<file path="config.mk">
export PLATFORM = sky130hd
export DESIGN_NAME = adc_link_ctrl
export DESIGN_NICKNAME = d
export VERILOG_FILES = /design/src/rtl/adc_pkg.sv /design/src/rtl/adc_link_timer.sv /design/src/rtl/adc_link_ctrl.sv
export SDC_FILE = /design/constraint.sdc
export NUM_CORES = 1
export LEC_CHECK = 0
export CAP_MARGIN = 20
export CORE_AREA = 2 2 68 70
export CTS_CLUSTER_SIZE = 30
export DETAILED_ROUTE_END_ITERATION = 10
export DIE_AREA = 0 0 70 72
export GPL_TIMING_DRIVEN = 1
export PLACE_DENSITY = 0.65
export SETUP_SLACK_MARGIN = 0.2
export SYNTH_ARGS = -nofsm -noshare
export SYNTH_HDL_FRONTEND = slang
export SYNTH_HIERARCHICAL = 1
export SYNTH_SLANG_ARGS = --single-unit
</file>
<file path="constraint.sdc">
create_clock -name clk -period 6.65 [get_ports clk]
set_clock_uncertainty 0.1 [all_clocks]
set_input_delay 1.6625 -clock clk [delete_from_list [all_inputs] [get_ports clk]]
set_output_delay 1.6625 -clock clk [all_outputs]
set_load 0.005 [all_outputs]
</file>
<file path="src/rtl/adc_pkg.sv">
// rtl/adc_pkg.sv - shared state encoding and defaults for the ADC link sequencer
package adc_pkg;

    typedef enum logic [2:0] {
        IDLE   = 3'd0,
        RESET  = 3'd1,
        SETTLE = 3'd2,
        CHECK  = 3'd3,
        SLIP   = 3'd4,
        LOCKED = 3'd5,
        FAIL   = 3'd6
    } link_state_e;

    localparam logic [7:0] FRAME_PATTERN_DEFAULT = 8'hF0;

    function automatic int max2(input int a, input int b);
        return (a > b) ? a : b;
    endfunction

endpackage

</file>
<file path="src/rtl/adc_link_timer.sv">
// rtl/adc_link_timer.sv - loadable saturating down-counter; o_done while the count is zero
module adc_link_timer #(
    parameter int W = 4
) (
    input  logic         i_clk,
    input  logic         i_rst_n,
    input  logic         i_load,
    input  logic [W-1:0] i_load_val,
    output logic         o_done
);

    logic [W-1:0] r_cnt;

    always_ff @(posedge i_clk or negedge i_rst_n) begin
        if (!i_rst_n) begin
            r_cnt <= '0;
        end else if (i_load) begin
            r_cnt <= i_load_val;
        end else if (r_cnt != '0) begin
            r_cnt <= r_cnt - 1'b1;
        end
    end

    assign o_done = (r_cnt == '0);

endmodule

</file>
<file path="src/rtl/adc_link_ctrl.sv">
// rtl/adc_link_ctrl.sv - ISERDES reset/bitslip/lock sequencer for the LVDS ADC link
// ADC_LINK_STATS_EN adds saturating relock_total and slip_total outputs.
module adc_link_ctrl
    import adc_pkg::*;
#(
    parameter logic [7:0] FRAME_PATTERN = FRAME_PATTERN_DEFAULT,
    parameter int         RST_CYCLES    = 16,
    parameter int         SETTLE_CYCLES = 4,
    parameter int         LOCK_COUNT    = 16,
    parameter int         LOSS_COUNT    = 4,
    parameter int         MAX_SLIPS     = 8,
    parameter int         MAX_RETRIES   = 3
) (
    input  logic                             clk,
    input  logic                             rst_n,
    input  logic                             start,
    input  logic [7:0]                       frm_data,
    output logic                             adc_rst,
    output logic                             adc_en,
    output logic                             bitslip,
    output logic                             aligned,
    output logic                             fail,
    output logic                             relock,
    output logic [$clog2(MAX_SLIPS+1)-1:0]   slip_cnt,
    output logic [2:0]                       state_o
`ifdef ADC_LINK_STATS_EN
    ,
    output logic [15:0]                      relock_total,
    output logic [15:0]                      slip_total
`endif
);

    localparam int SW = $clog2(MAX_SLIPS + 1);
    localparam int MW = $clog2(LOCK_COUNT + 1);
    localparam int LW = $clog2(LOSS_COUNT + 1);
    localparam int RW = $clog2(MAX_RETRIES + 2);
    localparam int TW = $clog2(max2(RST_CYCLES, SETTLE_CYCLES) + 1);

    link_state_e r_state;
    link_state_e w_next;

    logic [SW-1:0] r_slip_cnt;
    logic [MW-1:0] r_match_cnt;
    logic [LW-1:0] r_loss_cnt;
    logic [RW-1:0] r_retry_cnt;

    logic r_adc_rst, r_adc_en, r_bitslip, r_aligned, r_fail, r_relock;
    logic w_adc_rst, w_adc_en, w_bitslip, w_aligned, w_fail, w_relock;

    logic          w_match;
    logic          w_tmr_load;
    logic [TW-1:0] w_tmr_val;
    logic          w_tmr_done;
    logic          w_enter_reset;
    logic          w_enter_slip;

    assign w_match       = (frm_data == FRAME_PATTERN);
    assign w_enter_reset = (w_next == RESET) && (r_state != RESET);
    assign w_enter_slip  = (w_next == SLIP) && (r_state != SLIP);

    // The timer is reloaded on every entry to a timed state, so RESET and SETTLE share it.
    assign w_tmr_load = ((w_next == RESET) || (w_next == SETTLE)) && (w_next != r_state);
    assign w_tmr_val  = (w_next == RESET) ? TW'(RST_CYCLES - 1) : TW'(SETTLE_CYCLES - 1);

    adc_link_timer #(
        .W (TW)
    ) u_timer (
        .i_clk      (clk),
        .i_rst_n    (rst_n),
        .i_load     (w_tmr_load),
        .i_load_val (w_tmr_val),
        .o_done     (w_tmr_done)
    );

    always_ff @(posedge clk or negedge rst_n) begin
        if (!rst_n) begin
            r_state <= IDLE;
        end else begin
            r_state <= w_next;
        end
    end

    always_comb begin
        w_next = r_state;
        if (!start) begin
            w_next = IDLE;
        end else begin
            case (r_state)
                IDLE:   w_next = RESET;
                RESET:  if (w_tmr_done) w_next = SETTLE;
                SETTLE: if (w_tmr_done) w_next = CHECK;
                CHECK: begin
                    if (w_match) begin
                        if (r_match_cnt >= MW'(LOCK_COUNT - 1)) w_next = LOCKED;
                    end else if (r_slip_cnt < SW'(MAX_SLIPS)) begin
                        w_next = SLIP;
                    end else if (r_retry_cnt < RW'(MAX_RETRIES)) begin
                        w_next = RESET;
                    end else begin
                        w_next = FAIL;
                    end
                end
                SLIP:   w_next = SETTLE;
                LOCKED: if (!w_match && (r_loss_cnt >= LW'(LOSS_COUNT - 1))) w_next = CHECK;
                FAIL:   w_next = FAIL;
                default: w_next = IDLE;
            endcase
        end
    end

    // Outputs are decoded from the next state and registered, so they change with the state.
    always_comb begin
        w_adc_rst = 1'b0;
        w_adc_en  = 1'b0;
        w_bitslip = 1'b0;
        w_aligned = 1'b0;
        w_fail    = 1'b0;
        case (w_next)
            SETTLE, CHECK: w_adc_en = 1'b1;
            SLIP: begin
                w_adc_en  = 1'b1;
                w_bitslip = 1'b1;
            end
            LOCKED: begin
                w_adc_en  = 1'b1;
                w_aligned = 1'b1;
            end
            FAIL: begin
                w_adc_rst = 1'b1;
                w_fail    = 1'b1;
            end
            default: w_adc_rst = 1'b1;
        endcase
        w_relock = (r_state == LOCKED) && (w_next == CHECK);
    end

    always_ff @(posedge clk or negedge rst_n) begin
        if (!rst_n) begin
            r_adc_rst <= 1'b1;
            r_adc_en  <= 1'b0;
            r_bitslip <= 1'b0;
            r_aligned <= 1'b0;
            r_fail    <= 1'b0;
            r_relock  <= 1'b0;
        end else begin
            r_adc_rst <= w_adc_rst;
            r_adc_en  <= w_adc_en;
            r_bitslip <= w_bitslip;
            r_aligned <= w_aligned;
            r_fail    <= w_fail;
            r_relock  <= w_relock;
        end
    end

    always_ff @(posedge clk or negedge rst_n) begin
        if (!rst_n) begin
            r_slip_cnt  <= '0;
            r_match_cnt <= '0;
            r_loss_cnt  <= '0;
            r_retry_cnt <= '0;
        end else begin
            if (w_enter_reset || w_relock) begin
                r_slip_cnt <= '0;
            end else if (w_enter_slip && (r_slip_cnt != SW'(MAX_SLIPS))) begin
                r_slip_cnt <= r_slip_cnt + 1'b1;
            end

            if (w_enter_reset || w_relock) begin
                r_match_cnt <= '0;
            end else if (r_state == CHECK) begin
                if (!w_match) begin
                    r_match_cnt <= '0;
                end else if (r_match_cnt != MW'(LOCK_COUNT)) begin
                    r_match_cnt <= r_match_cnt + 1'b1;
                end
            end

            if (((w_next == IDLE) && (r_state != IDLE)) || w_relock) begin
                r_retry_cnt <= '0;
            end else if ((r_state == CHECK) && w_enter_reset &&
                         (r_retry_cnt != RW'(MAX_RETRIES))) begin
                r_retry_cnt <= r_retry_cnt + 1'b1;
            end

            if ((r_state != LOCKED) || (w_next != LOCKED) || w_match) begin
                r_loss_cnt <= '0;
            end else if (r_loss_cnt != LW'(LOSS_COUNT)) begin
                r_loss_cnt <= r_loss_cnt + 1'b1;
            end
        end
    end

`ifdef ADC_LINK_STATS_EN
    logic [15:0] r_relock_total;
    logic [15:0] r_slip_total;

    always_ff @(posedge clk or negedge rst_n) begin
        if (!rst_n) begin
            r_relock_total <= '0;
            r_slip_total   <= '0;
        end else begin
            if (w_relock && (r_relock_total != 16'hFFFF)) begin
                r_relock_total <= r_relock_total + 1'b1;
            end
            if (w_enter_slip && (r_slip_total != 16'hFFFF)) begin
                r_slip_total <= r_slip_total + 1'b1;
            end
        end
    end

    assign relock_total = r_relock_total;
    assign slip_total   = r_slip_total;
`endif

    assign adc_rst  = r_adc_rst;
    assign adc_en   = r_adc_en;
    assign bitslip  = r_bitslip;
    assign aligned  = r_aligned;
    assign fail     = r_fail;
    assign relock   = r_relock;
    assign slip_cnt = r_slip_cnt;
    assign state_o  = r_state;

endmodule
</file>
==> reports/results.txt <==
Buffer depth of the longest clock path -> 2
Via count -> 1405
Ports -> 24
Area Growth Syn to Fin -> 17.4%
Layout net count -> 237
CTS Buf Count -> 5
Initial Util -> 0.438
Reg2reg end -> u_timer/r_cnt[2]$_DFFE_PN0P_
Root buf cell -> clkbuf_8
Min-Delay Path Class -> flip-flop to flip-flop
Max Cap Viol -> 0
Die X -> 70 um
Synth async-reset ratio -> 1.00
Part of the power in the clock network -> 0.257
Critical path arrival -> 4.33 ns
First-pass GRT wire length -> 6.44 mm
Gate count after technology mapping -> 190
Worst Path Required -> 6.70 ns
Max-slew headroom -> 0.613
CTS HTree Levels -> 2
R2R setup slack -> 3.85 ns
Post-synthesis cell area -> 1870 um^2
Layout cells sized above 1 -> 0.171
Top FF cell, synth -> dfrtp_1
RSZ-0062 raised after global routing -> no
Synth warnings -> 6
Outcome -> finished, final reports clean
Critical Path Fanout Max -> 9
Slew Viols, Final -> 0
Final WL -> 3.57 mm
Placer Congestion -> 0.822
DIE HEIGHT -> 72 um
Final HPWL DP -> 2.67 mm
Tcrit/Tclk final -> 0.643
EDFF count, synth -> 0
WL/cell -> 13.3 um
Max Fclk -> 234 MHz
Worst hold path startpoint -> r_match_cnt[4]$_DFFE_PN0P_
Largest net degree at the start of global routing -> 30
Final ANT Viol Nets -> 0
Worst r2r src -> u_timer/r_cnt[0]$_DFFE_PN0P_
WL met2 -> 1.73 mm
Via density -> 5.24
Setup crit end kind -> flip-flop
Later-pin clock latency in the skew report -> 0.29 ns
Placement-stage cell area -> 2110 um^2
Final setup vio count -> 0
Core area -> 4260 um^2
FP Rows -> 24
Sink Count -> 29
Synthesis-stage register bit count -> 29
Design Area, Final -> 2190 um^2
Sw frac -> 0.348
Power Internal -> 0.362 mW
Number of global-route vias before repair -> 1392
Port Buf Inserts -> 23
ANT cells -> 0
TritonCTS clock tree -> yes
Drt pass-1 iters -> 4
Comb power frac -> 0.332
Cell depth of the worst hold path -> 2
GRT Residual Overflow -> 0
Sw Pwr -> 0.193 mW
WL met3 -> 146 um
Initial antenna violation count -> 0
PostCTS Resize Cnt -> 0
Cell Pwr Density -> 253 nW/um^2
WHS Endpoint -> r_match_cnt[4]$_DFFE_PN0P_
Worst-Margin Slew -> 0.581 ns
Worst Setup Start Kind -> input port
DRC -> 0
Clock transition at path regs -> 0.06 ns
Maximum VDD drop -> 0.0823 mV
Mean Syn Cell Area -> 9.83 um^2
Tmin final -> 4.27 ns
Reg2Reg Depth -> 12
Total track usage -> 0.162
Hold Fails Final Rpt -> 0
Post-cts hold buffer count -> 0
Initial DRC count -> 80
M1 WL -> 1.62 mm
Leak Pwr -> 0.939 nW
Crit path kind -> input port to flip-flop
Highest Signal Layer -> met4
Setup_tns -> 0 ns
Postcts setup bufs -> 0
Seq/Total Area, Yosys -> 0.389
Synth cell types -> 53
Total Die Area -> 5040 um^2
Reg power frac -> 0.411
[cell usage in the layout (no fill, tap or decap), drive strengths merged, types with 6 or more instances in the layout]
master	instances
o21ai	10
dfrtp	28
nor2	22
and2	6
inv	17
clkdlybuf4s50	23
nand3	8
nand2	13
xnor2	7
a21oi	12
ha	11
[power by group through the flow]
stage               Combinational (mW)  Clock [mW]  Sequential (mW)
detailed placement               0.187           0            0.231
finish                           0.184       0.143            0.228
CTS                              0.187       0.147            0.228
global route                     0.207       0.155            0.232
global placement                 0.184           0            0.231
floorplan                        0.154           0            0.222
[registers in the layout, summed over array words and instances (netlist names)]
name           flops
r_match_cnt        5
u_timer/r_cnt      5
slip_cnt           4
r_loss_cnt         3
r_retry_cnt        3
state_o            3
adc_en             1
adc_rst            1
aligned            1
bitslip            1
fail               1
relock             1
[area by class of cell]
cell class,instances,area (um^2)
multi-input cells,138,1010
clock buffers,5,68.8
flip-flops and latches,29,727
inverters,17,63.8
repair buffers,24,238
well taps,52,65.1
fillers,407,2070
clock inverters,3,17.5
[cell usage after synthesis, drive strengths merged (2+ instances only)]
cell type  number  area, um^2
nand2          13        48.8
buf             6        63.8
nor2           22        97.6
xnor2           7        61.3
o31ai           4        43.8
nand4           4        25.0
nor3            3        15.0
and2            6        41.3
a21oi          12        75.1
conb            2        7.51
ha             11         138
o22ai           3        25.0
nand3           8        40.0
dfrtp          28         701
o21ai          10        53.8
inv            17        63.8
and3            4        25.0
mux2i           4        52.6
o22a            2        18.8
xor2            2        17.5
[logic make-up after synthesis]
family	synth area share
and+or+nand+nor	0.204
AOI/OAI and AO/OA	0.182
DFF	0.389
buffers and inverters	0.0704
adders and majority gates	0.0737
xor gates and xnor gates	0.0422
muxes	0.0342
other	0.00402
[worst max path at each step]
stage	start	end	slack [ns]
final	frm_data[1]	r_match_cnt[4]$_DFFE_PN0P_	2.38
after detailed placement	frm_data[1]	r_match_cnt[4]$_DFFE_PN0P_	2.08
after global routing	frm_data[1]	r_match_cnt[4]$_DFFE_PN0P_	2.18
after floorplan	frm_data[1]	u_timer/r_cnt[4]$_DFFE_PN0P_	2.64
after CTS	frm_data[1]	r_match_cnt[4]$_DFFE_PN0P_	2.39
after global placement	frm_data[1]	slip_cnt[2]$_DFFE_PN0P_	2.11
[routing by layer]
layer,vias to the layer above,global-route usage
li1,705,-
met1,661,0.195
met2,33,0.278
met3,6,0.0389
met4,0,0.0705
met5,-,0
[through the flow]
stage / setup slack [ns] / hold slack [ns] / utilization / total power, mW / instances
after global placement: 2.11 / 0.438 / 0.494 / 0.415 / 260
after detailed placement: 2.08 / 0.444 / 0.494 / 0.417 / 260
after floorplan: 2.64 / 0.411 / - / 0.375 / 191
final: 2.38 / 0.458 / 0.514 / 0.555 / 268
after global routing: 2.18 / 0.505 / 0.514 / 0.594 / 268
after CTS: 2.39 / 0.460 / 0.514 / 0.562 / 268
[critical path: stages]
cell	delay (ns)
clkdlybuf4s50_1	0.40
or4_4	0.55
or2_1	0.37
o31ai_4	0.34
o21ai_0	0.20
nor3_1	0.19
o22a_1	0.53
nor2_2	0.08
Note: power is estimated with default switching activity, not from simulation.
